File: src/rtl/uart_tx_frame_if.sv
// uart_tx_frame_if: parallel-side request and serial-side status of the UART
// transmitter, grouped into one bundle.
// Handshake: the source raises Data_Valid with P_DATA/PAR_EN/PAR_TYP/Prescale
// stable; the word is taken on the first rising CLK edge where Data_Valid=1
// and Busy=0. Busy acts as the inverted ready. A request seen while Busy=1 is
// dropped, not queued.
interface uart_tx_frame_if #(
   parameter int DATA_WIDTH     = 8,
   parameter int PRESCALE_WIDTH = 6
);
   logic [DATA_WIDTH-1:0]     P_DATA;
   logic                      Data_Valid;
   logic                      PAR_EN;
   logic                      PAR_TYP;
   logic [PRESCALE_WIDTH-1:0] Prescale;
   logic                      TX_OUT;
   logic                      Busy;

   // Data source side
   modport master (
      output P_DATA, Data_Valid, PAR_EN, PAR_TYP, Prescale,
      input  TX_OUT, Busy
   );

   // Transmitter side
   modport slave (
      input  P_DATA, Data_Valid, PAR_EN, PAR_TYP, Prescale,
      output TX_OUT, Busy
   );
endinterface

File: src/rtl/uart_tx_frame.sv
// uart_tx_frame: UART serializer. A word accepted on Data_Valid is sent as
// start(0), DATA_WIDTH data bits LSB first, optional parity, and stop(1).
// Every bit lasts Prescale CLK cycles; a Prescale of 0 is treated as 1.
// TX_OUT and Busy come straight from flops, so the pin cannot glitch.
// Build option: define UART_TX_TWO_STOP_EN to send two stop bits (the STOP
// state lasts 2*Ps cycles). The port list is the same in both builds.
module uart_tx_frame #(
   parameter int DATA_WIDTH        = 8,
   parameter int PRESCALE_WIDTH    = 6,
   parameter int BIT_COUNTER_WIDTH = 4
) (
   input  logic           CLK,
   input  logic           RST,
   uart_tx_frame_if.slave bus,
   output logic [2:0]     state_dbg
);

   typedef enum logic [2:0] {
      S_IDLE   = 3'd0,
      S_START  = 3'd1,
      S_DATA   = 3'd2,
      S_PARITY = 3'd3,
      S_STOP   = 3'd4
   } state_t;

   state_t                       state;
   logic [PRESCALE_WIDTH-1:0]    cnt;
   logic [PRESCALE_WIDTH-1:0]    ps_q;
   logic [BIT_COUNTER_WIDTH-1:0] bit_idx;
   logic [DATA_WIDTH-1:0]        data_q;
   logic [DATA_WIDTH-1:0]        shift_q;
   logic                         par_en_q;
   logic                         par_typ_q;
   logic                         tx_q;
   logic                         busy_q;
`ifdef UART_TX_TWO_STOP_EN
   logic                         stop_second;
`endif

   logic bit_end;
   logic parity_bit;

   // Last cycle of the current bit; the accepted prescale is never zero.
   assign bit_end    = (cnt == (ps_q - PRESCALE_WIDTH'(1)));
   // Even parity is the XOR of the word; odd parity is its complement.
   assign parity_bit = par_typ_q ? ~^data_q : ^data_q;

   assign bus.TX_OUT = tx_q;
   assign bus.Busy   = busy_q;
   assign state_dbg  = state;

   // Frame sequencer: accepts a word, then walks start/data/parity/stop,
   // holding each bit for ps_q cycles and registering TX_OUT and Busy.
   always_ff @(posedge CLK or posedge RST) begin
      if (RST) begin
         state     <= S_IDLE;
         cnt       <= '0;
         ps_q      <= '0;
         bit_idx   <= '0;
         data_q    <= '0;
         shift_q   <= '0;
         par_en_q  <= 1'b0;
         par_typ_q <= 1'b0;
         tx_q      <= 1'b1;
         busy_q    <= 1'b0;
`ifdef UART_TX_TWO_STOP_EN
         stop_second <= 1'b0;
`endif
      end else begin
         unique case (state)
            S_IDLE: begin
               if (bus.Data_Valid) begin
                  data_q    <= bus.P_DATA;
                  shift_q   <= bus.P_DATA;
                  par_en_q  <= bus.PAR_EN;
                  par_typ_q <= bus.PAR_TYP;
                  ps_q      <= (bus.Prescale == '0) ? PRESCALE_WIDTH'(1) : bus.Prescale;
                  cnt       <= '0;
                  bit_idx   <= '0;
                  state     <= S_START;
                  tx_q      <= 1'b0;
                  busy_q    <= 1'b1;
               end
            end

            S_START: begin
               if (bit_end) begin
                  cnt     <= '0;
                  tx_q    <= shift_q[0];
                  shift_q <= shift_q >> 1;
                  state   <= S_DATA;
               end else begin
                  cnt <= cnt + PRESCALE_WIDTH'(1);
               end
            end

            S_DATA: begin
               if (bit_end) begin
                  cnt <= '0;
                  if (bit_idx == BIT_COUNTER_WIDTH'(DATA_WIDTH - 1)) begin
                     bit_idx <= '0;
                     if (par_en_q) begin
                        state <= S_PARITY;
                        tx_q  <= parity_bit;
                     end else begin
                        state <= S_STOP;
                        tx_q  <= 1'b1;
                     end
                  end else begin
                     bit_idx <= bit_idx + BIT_COUNTER_WIDTH'(1);
                     tx_q    <= shift_q[0];
                     shift_q <= shift_q >> 1;
                  end
               end else begin
                  cnt <= cnt + PRESCALE_WIDTH'(1);
               end
            end

            S_PARITY: begin
               if (bit_end) begin
                  cnt   <= '0;
                  state <= S_STOP;
                  tx_q  <= 1'b1;
               end else begin
                  cnt <= cnt + PRESCALE_WIDTH'(1);
               end
            end

            S_STOP: begin
               if (bit_end) begin
                  cnt <= '0;
`ifdef UART_TX_TWO_STOP_EN
                  if (!stop_second) begin
                     stop_second <= 1'b1;
                  end else begin
                     stop_second <= 1'b0;
                     state       <= S_IDLE;
                     busy_q      <= 1'b0;
                  end
`else
                  state  <= S_IDLE;
                  busy_q <= 1'b0;
`endif
               end else begin
                  cnt <= cnt + PRESCALE_WIDTH'(1);
               end
            end

            default: begin
               state  <= S_IDLE;
               cnt    <= '0;
               tx_q   <= 1'b1;
               busy_q <= 1'b0;
            end
         endcase
      end
   end

endmodule
File: src/flat_wrapper.sv
// flat-port wrapper written by rule: the top's interface ports become plain ports
module uart_tx_frame_flat 
#(
   parameter int DATA_WIDTH        = 8,
   parameter int PRESCALE_WIDTH    = 6,
   parameter int BIT_COUNTER_WIDTH = 4
)
  (CLK, RST, state_dbg, bus_P_DATA, bus_Data_Valid, bus_PAR_EN, bus_PAR_TYP, bus_Prescale, bus_TX_OUT, bus_Busy);
  uart_tx_frame_if #(.DATA_WIDTH(DATA_WIDTH), .PRESCALE_WIDTH(PRESCALE_WIDTH)) bus_i ();
  input  logic CLK;
  input  logic RST;
  output logic [2:0] state_dbg;
  input wire logic [$bits(bus_i.P_DATA)-1:0] bus_P_DATA;
  input wire logic [$bits(bus_i.Data_Valid)-1:0] bus_Data_Valid;
  input wire logic [$bits(bus_i.PAR_EN)-1:0] bus_PAR_EN;
  input wire logic [$bits(bus_i.PAR_TYP)-1:0] bus_PAR_TYP;
  input wire logic [$bits(bus_i.Prescale)-1:0] bus_Prescale;
  output wire logic [$bits(bus_i.TX_OUT)-1:0] bus_TX_OUT;
  output wire logic [$bits(bus_i.Busy)-1:0] bus_Busy;
  assign bus_i.P_DATA = bus_P_DATA;
  assign bus_i.Data_Valid = bus_Data_Valid;
  assign bus_i.PAR_EN = bus_PAR_EN;
  assign bus_i.PAR_TYP = bus_PAR_TYP;
  assign bus_i.Prescale = bus_Prescale;
  assign bus_TX_OUT = bus_i.TX_OUT;
  assign bus_Busy = bus_i.Busy;
  uart_tx_frame #(.DATA_WIDTH(DATA_WIDTH), .PRESCALE_WIDTH(PRESCALE_WIDTH), .BIT_COUNTER_WIDTH(BIT_COUNTER_WIDTH)) u_core (.CLK(CLK), .RST(RST), .bus(bus_i), .state_dbg(state_dbg));
endmodule
File: config.mk
export PLATFORM = sky130hd
export DESIGN_NAME = uart_tx_frame_flat
export DESIGN_NICKNAME = d
export VERILOG_FILES = /design/src/rtl/uart_tx_frame_if.sv /design/src/rtl/uart_tx_frame.sv /design/src/flat_wrapper.sv
export SDC_FILE = /design/constraint.sdc
export NUM_CORES = 1
export LEC_CHECK = 0
export CAP_MARGIN = 20
export CORE_ASPECT_RATIO = 1.2
export CORE_UTILIZATION = 55
export DETAILED_ROUTE_END_ITERATION = 8
export PLACE_DENSITY = 0.79
export SYNTH_ARGS = -nofsm -noshare
export SYNTH_HDL_FRONTEND = slang
export SYNTH_SLANG_ARGS = --single-unit
File: constraint.sdc
create_clock -name CLK -period 2.4 [get_ports CLK]
set_input_delay 0.6 -clock CLK [delete_from_list [all_inputs] [get_ports CLK]]
set_output_delay 0.6 -clock CLK [all_outputs]
set_load 0.005 [all_outputs]
# After elaboration in Yosys (flattened, before gate mapping)
# Index checks and enable logic that the tools add are counted.
# word_totals
in_bits	19
elab_cells	74
register_bits	39
output_inout_bits	5
# op_classes
add_sub_neg	3
muxes	32
eq_ne	13
n_bitwise	2
n_reduce_logical	14
# ops
operator	count
$mux 8	4
$pmux 8 s3	1
$mux 3	7
$mux 6	3
$pmux 3 s5	1
$mux 4	3
$pmux 6 s2	1
$ne 2x1->1 const B	5
$reduce_and 5->1	2
$mux 1	9
$pmux 4 s2	1
$reduce_xnor 8->1	1
$reduce_xor 8->1	1
$add 6x1->6 const B	1
$eq 3x2->1 const B	2
$eq 6x6->1	1
$logic_not 6->1	1
$reduce_and 3->1	2
$reduce_and 6->1	1
$sub 6x1->6 const B	1
$pmux 1 s5	1
$add 4x1->4 const B	1
$eq 4x3->1 const B	1
$ne 2x2->1 const B	2
other kinds (10)	11

# Logic depth before layout (Yosys ltp)
# logic_depth
ltp_word	6
ltp_mapped	9
depth_no_buf	8

# Worst setup path after synthesis
# Ideal clock, no wire load.
# synth_path
path_type	register to register
start	register u_core.ps_q[0]
end	register u_core.state[2] (netlist: u_core.state_dbg[2])
path_buffers	1
arrival_ps	1934
required_ps	2326
path_stages_with_launch	10
period_less_slack_ps	2008
setup_ps	74
path_slack_ps	392
cell_sequence	dfrtp_1 inv_1 ha_1 o21ba_1 a221oi_2 a41oi_1 or2_1 clkbuf_2 or3_1 o21ai_2
# synth_via
elab_chain_cells	4
word_cells_on_any_way	7
classes_between	add/sub (1); eq/ne (5); reduce/logical (1)
# synth_lines
element	line_no	rtl
start: declaration	uart_tx_frame.sv:28	logic [PRESCALE_WIDTH-1:0] ps_q;
start signal: assignment	uart_tx_frame.sv:77	ps_q <= (bus.Prescale == '0) ? PRESCALE_WIDTH'(1) : bus.Prescale;
$sub 6x1->6 (*)	uart_tx_frame.sv:44	assign bit_end = (cnt == (ps_q - PRESCALE_WIDTH'(1)));
$eq 6x6->1 (*)	uart_tx_frame.sv:44	
$ne 2x1->1 (no line)	n/a	
$reduce_and 6->1 (no line) (*)	n/a	
end signal: assignment	uart_tx_frame.sv:56	state <= S_IDLE;
end signal: assignment	uart_tx_frame.sv:80	state <= S_START;
end signal: assignment	uart_tx_frame.sv:91	state <= S_DATA;
end: declaration	uart_tx_frame.sv:26	state_t state;
# Every way passes the cells marked *; elsewhere a longest branch is shown, timed or not.
# A chain may end at the register's enable or synchronous reset.

# Worst setup path after layout
# layout_path
start	register u_core.ps_q[0]
end	register u_core.shift_q[3]
# layout_via
elab_chain_cells	4
word_cells_on_any_way	5
classes_between	add/sub (1); eq/ne (3); reduce/logical (1)
# layout_lines
element	line_no	rtl
$sub 6x1->6 (*)	uart_tx_frame.sv:44	
$eq 6x6->1 (*)	uart_tx_frame.sv:44	
$ne 2x1->1 (no line)	n/a	
$reduce_and 5->1 (no line) (*)	n/a	
end signal: assignment	uart_tx_frame.sv:74	shift_q <= bus.P_DATA;
end signal: assignment	uart_tx_frame.sv:90	shift_q <= shift_q >> 1;
end signal: assignment	uart_tx_frame.sv:112	shift_q <= shift_q >> 1;
end: declaration	uart_tx_frame.sv:31	logic [DATA_WIDTH-1:0] shift_q;
# Marks and branches as above.

==> flow_summary.toml <==
[pwr]
p_sw_mw = 0.239
pwr-share-clk_pct = 38.7
peakVddDrop_mv = 0.346
cellPowerDensity_nw_per_um2 = 470
p_sw_share_pct = 20.8
internal-power_mw = 0.910
leakagePower_nw = 1.13
seqPwrFrac_pct = 57.2
combPwrFrac_pct = 4.2

[die]
io_pins = 24
rows = 24
chipHeight_um = 69.2
coreArea_um2 = 3600
initial_core_util_pct = 57.5
die_x_um = 58.0
die-area_um2 = 4020

[synthesis]
ys_types = 39
synth.area.top_cells = "dfrtp_1 46%, mux2_2 15%, xnor2_1 4.7%"
ys_seq_elements = 39
avgSynthCellArea_um2 = 10.7
synth_common_cells = "38 x dfrtp_1, 27 x mux2_2, 16 x nand2_1"
synth_most_common_cell = "dfrtp_1"
async_reset_ff_share_pct = 100
synth_area_um2 = 2070
syn_nets = 215
yosys_warnings = 0
yosys_most_used_dff = "dfrtp_1"
synth_top_area_share_pct = 45.9
ys_seq_area_share_pct = 47.2
synthCells = 193
synth_edf_count = 0
synth_top_area_cell = "dfrtp_1"

[timing]
worst_slew_pin_slew_ns = 0.583
post-route-period-util_pct = 91.3
finalClockSkew_ns = 0.00842
finalWorstSetupSlack_ns = 0.209
fmax_mhz = 456
period_needed_ns = 2.19
setup_viol = 0
rsz0062_at_grt = "no"
hold_viol = 0
maxSlewViolCount = 0
slew_headroom_pct = 60.8
setup_tns_ns = 0
whs_ns = 0.505

[clock_network]
clk_latency_ns = 0.29
cts_buffers = 5
cts_tree = "done"
cts-root-buf = "clkbuf_8"
cts.htree.levels = 2
cts_buffer_depth = 2
cts-resized-gates = 0
hold_buffers = 0
path_clk_slew_ns = 0.07
cts.sinks = 39
cts_setup_buffers = 0

[layout]
final_cell_area_um2 = 2440
regArea_um2 = 977
fin_cells = 260
diodes = 0
final_nets = 243
fill_cells = 275
syn2layout_area_growth_pct = 18.1
multiInputGateArea_um2 = 1040
drive_gt1_share_pct = 19.9

[drt]
firstDrtPassIters = 8
num_vias = 1534
wl_mm = 4.04
ant_nets = 0
drtIter0Drc = 70
viasPerCell = 5.90
avgRoutedWirePerCell_um = 15.5
drc = 1

[setup_path]
path_cells = "inv_1 > ha_1 > xnor2_1 > a221oi_2 > a41oi_1 > nor2_1 > a21oi_2 > mux2_2"
end_kind = "register"
cpPeakStageDelay_ns = 0.40
critical_path_class = "reg2reg"
cp-start-kind = "register"
crit_arrival_ns = 2.36
path_max_fanout = 8
crit_required_ns = 2.57
cp_slowest_cell = "dfrtp_1"

[placement]
hpwl_mm = 2.93
dp_cells = 253
placed_cell_area_um2 = 2360
port_buffers = 23
place_congestion = 0.905
pre_cts_slack_ns = 0.201

[global_routing]
grt_pass1_vias = 1539
grt_pass1_wl_mm = 6.96
overflow = 0
antenna_found_initial = 0
grt.total_usage_pct = 22.6
grt_max_degree = 40

[run_status]
status = "finished with violations"
violations = "design-rule violations"

[hold_path]
min_path_type = "reg2reg"

[job]
drv_cap = 0
-- per-layer routing --
| metal | vias to the layer above | share of wire, % | track usage [%] |
|---|---|---|---|
| li1 | 738 | - | - |
| met1 | 753 | 41 | 28.9 |
| met2 | 33 | 53 | 36.1 |
| met4 | 0 | 2.0 | 8.73 |
| met5 | - | 0 | 0 |
| met3 | 10 | 4.1 | 6.16 |
-- layout by cell type, fill, tap and decap left out, types with 2 or more instances in the layout --
master and count:
o21ai_0 14, a21oi_1 7, a22o_1 4, nor2_1 15
buf_4 3, nand3_1 6, dfrtp_1 38, nor4_1 4
nor3_1 4, or2_2 2, a211o_1 2, mux2_2 27
clkdlybuf4s50_1 23, nand2b_1 3, xnor2_1 11, ha_1 3
clkbuf_8 6, inv_1 5, nand2_1 16, nor2b_1 2
nand3b_1 2, xor2_1 6
-- stage by stage --
step / power [mW] / utilization (%)
final: 1.15 / 67.8
after global routing: 1.19 / 67.8
after CTS: 1.16 / 67.8
after detailed placement: 0.719 / 65.4
after global placement: 0.717 / 65.4
after floorplan: 0.681 / -
-- state kept, by name, indices dropped and copies added, names as in the netlist --
| register | cells |
|---|---|
| u_core.bit_idx | 4 |
| u_core.bus.Busy | 1 |
| u_core.bus.TX_OUT | 1 |
| u_core.cnt | 6 |
| u_core.data_q | 8 |
| u_core.par_en_q | 1 |
| u_core.par_typ_q | 1 |
| u_core.ps_q | 6 |
| u_core.shift_q | 8 |
| u_core.state_dbg | 3 |
-- final cells by class --
type | instances | area share [%]
clock buffer | 6 | 3.38
clock inverter | 1 | 0.205
inverter | 5 | 0.768
multi-input combinational | 143 | 42.5
sequential | 39 | 40.0
tap | 39 | 2.00
timing repair buffer | 27 | 11.2
-- cell families after synthesis --
| kind of cell | Yosys count | synth area share, % |
|---|---|---|
| mux | 28 | 15.2 |
| simple gates | 60 | 14.1 |
| fa+ha+maj | 3 | 1.81 |
| xor+xnor | 18 | 8.28 |
| compound gates | 34 | 10.9 |
| flops | 39 | 47.2 |
| buf+inv | 11 | 2.60 |
-- worst max-delay path: cells and delay by family (launching register included) --
kind | cells | cell delay (ns)
AO/OA/AOI/OAI | 3 | 0.65
XOR/XNOR | 1 | 0.20
adder cells (fa/ha/maj) | 1 | 0.25
buffers and inverters | 1 | 0.07
flip-flops | 1 | 0.40
multiplexers | 1 | 0.39
AND/OR/NAND/NOR | 1 | 0.10
-- worst paths after layout --
| check | startpoint | endpoint | slack [ns] | cells past startpoint |
|---|---|---|---|---|
| worst max-delay path | u_core.ps_q[0]$_DFFE_PP0P_ | u_core.shift_q[3]$_DFFE_PP0P_ | 0.21 | 8 |
| worst min-delay path | u_core.shift_q[1]$_DFFE_PP0P_ | u_core.shift_q[1]$_DFFE_PP0P_ | 0.51 | 1 |
| worst max register to register | u_core.ps_q[0]$_DFFE_PP0P_ | u_core.shift_q[3]$_DFFE_PP0P_ | 0.21 | 8 |
| worst min register to register | u_core.shift_q[1]$_DFFE_PP0P_ | u_core.shift_q[1]$_DFFE_PP0P_ | 0.51 | 1 |
| max in group asynchronous | RST | u_core.bus.TX_OUT$_DFFE_PP1P_ | 1.33 | 3 |
| min in group asynchronous | RST | u_core.ps_q[5]$_DFFE_PP0P_ | 0.72 | 3 |
-- power by group through the flow --
stage | clock [mW] | combinational [mW] | sequential [mW]
after global routing | 0.479 | 0.0532 | 0.656
after floorplan | 0 | 0.0110 | 0.670
after CTS | 0.456 | 0.0492 | 0.657
after detailed placement | 0 | 0.0493 | 0.670
after global placement | 0 | 0.0479 | 0.670
final | 0.444 | 0.0479 | 0.657
Note: power is estimated with default switching activity, not from simulation.
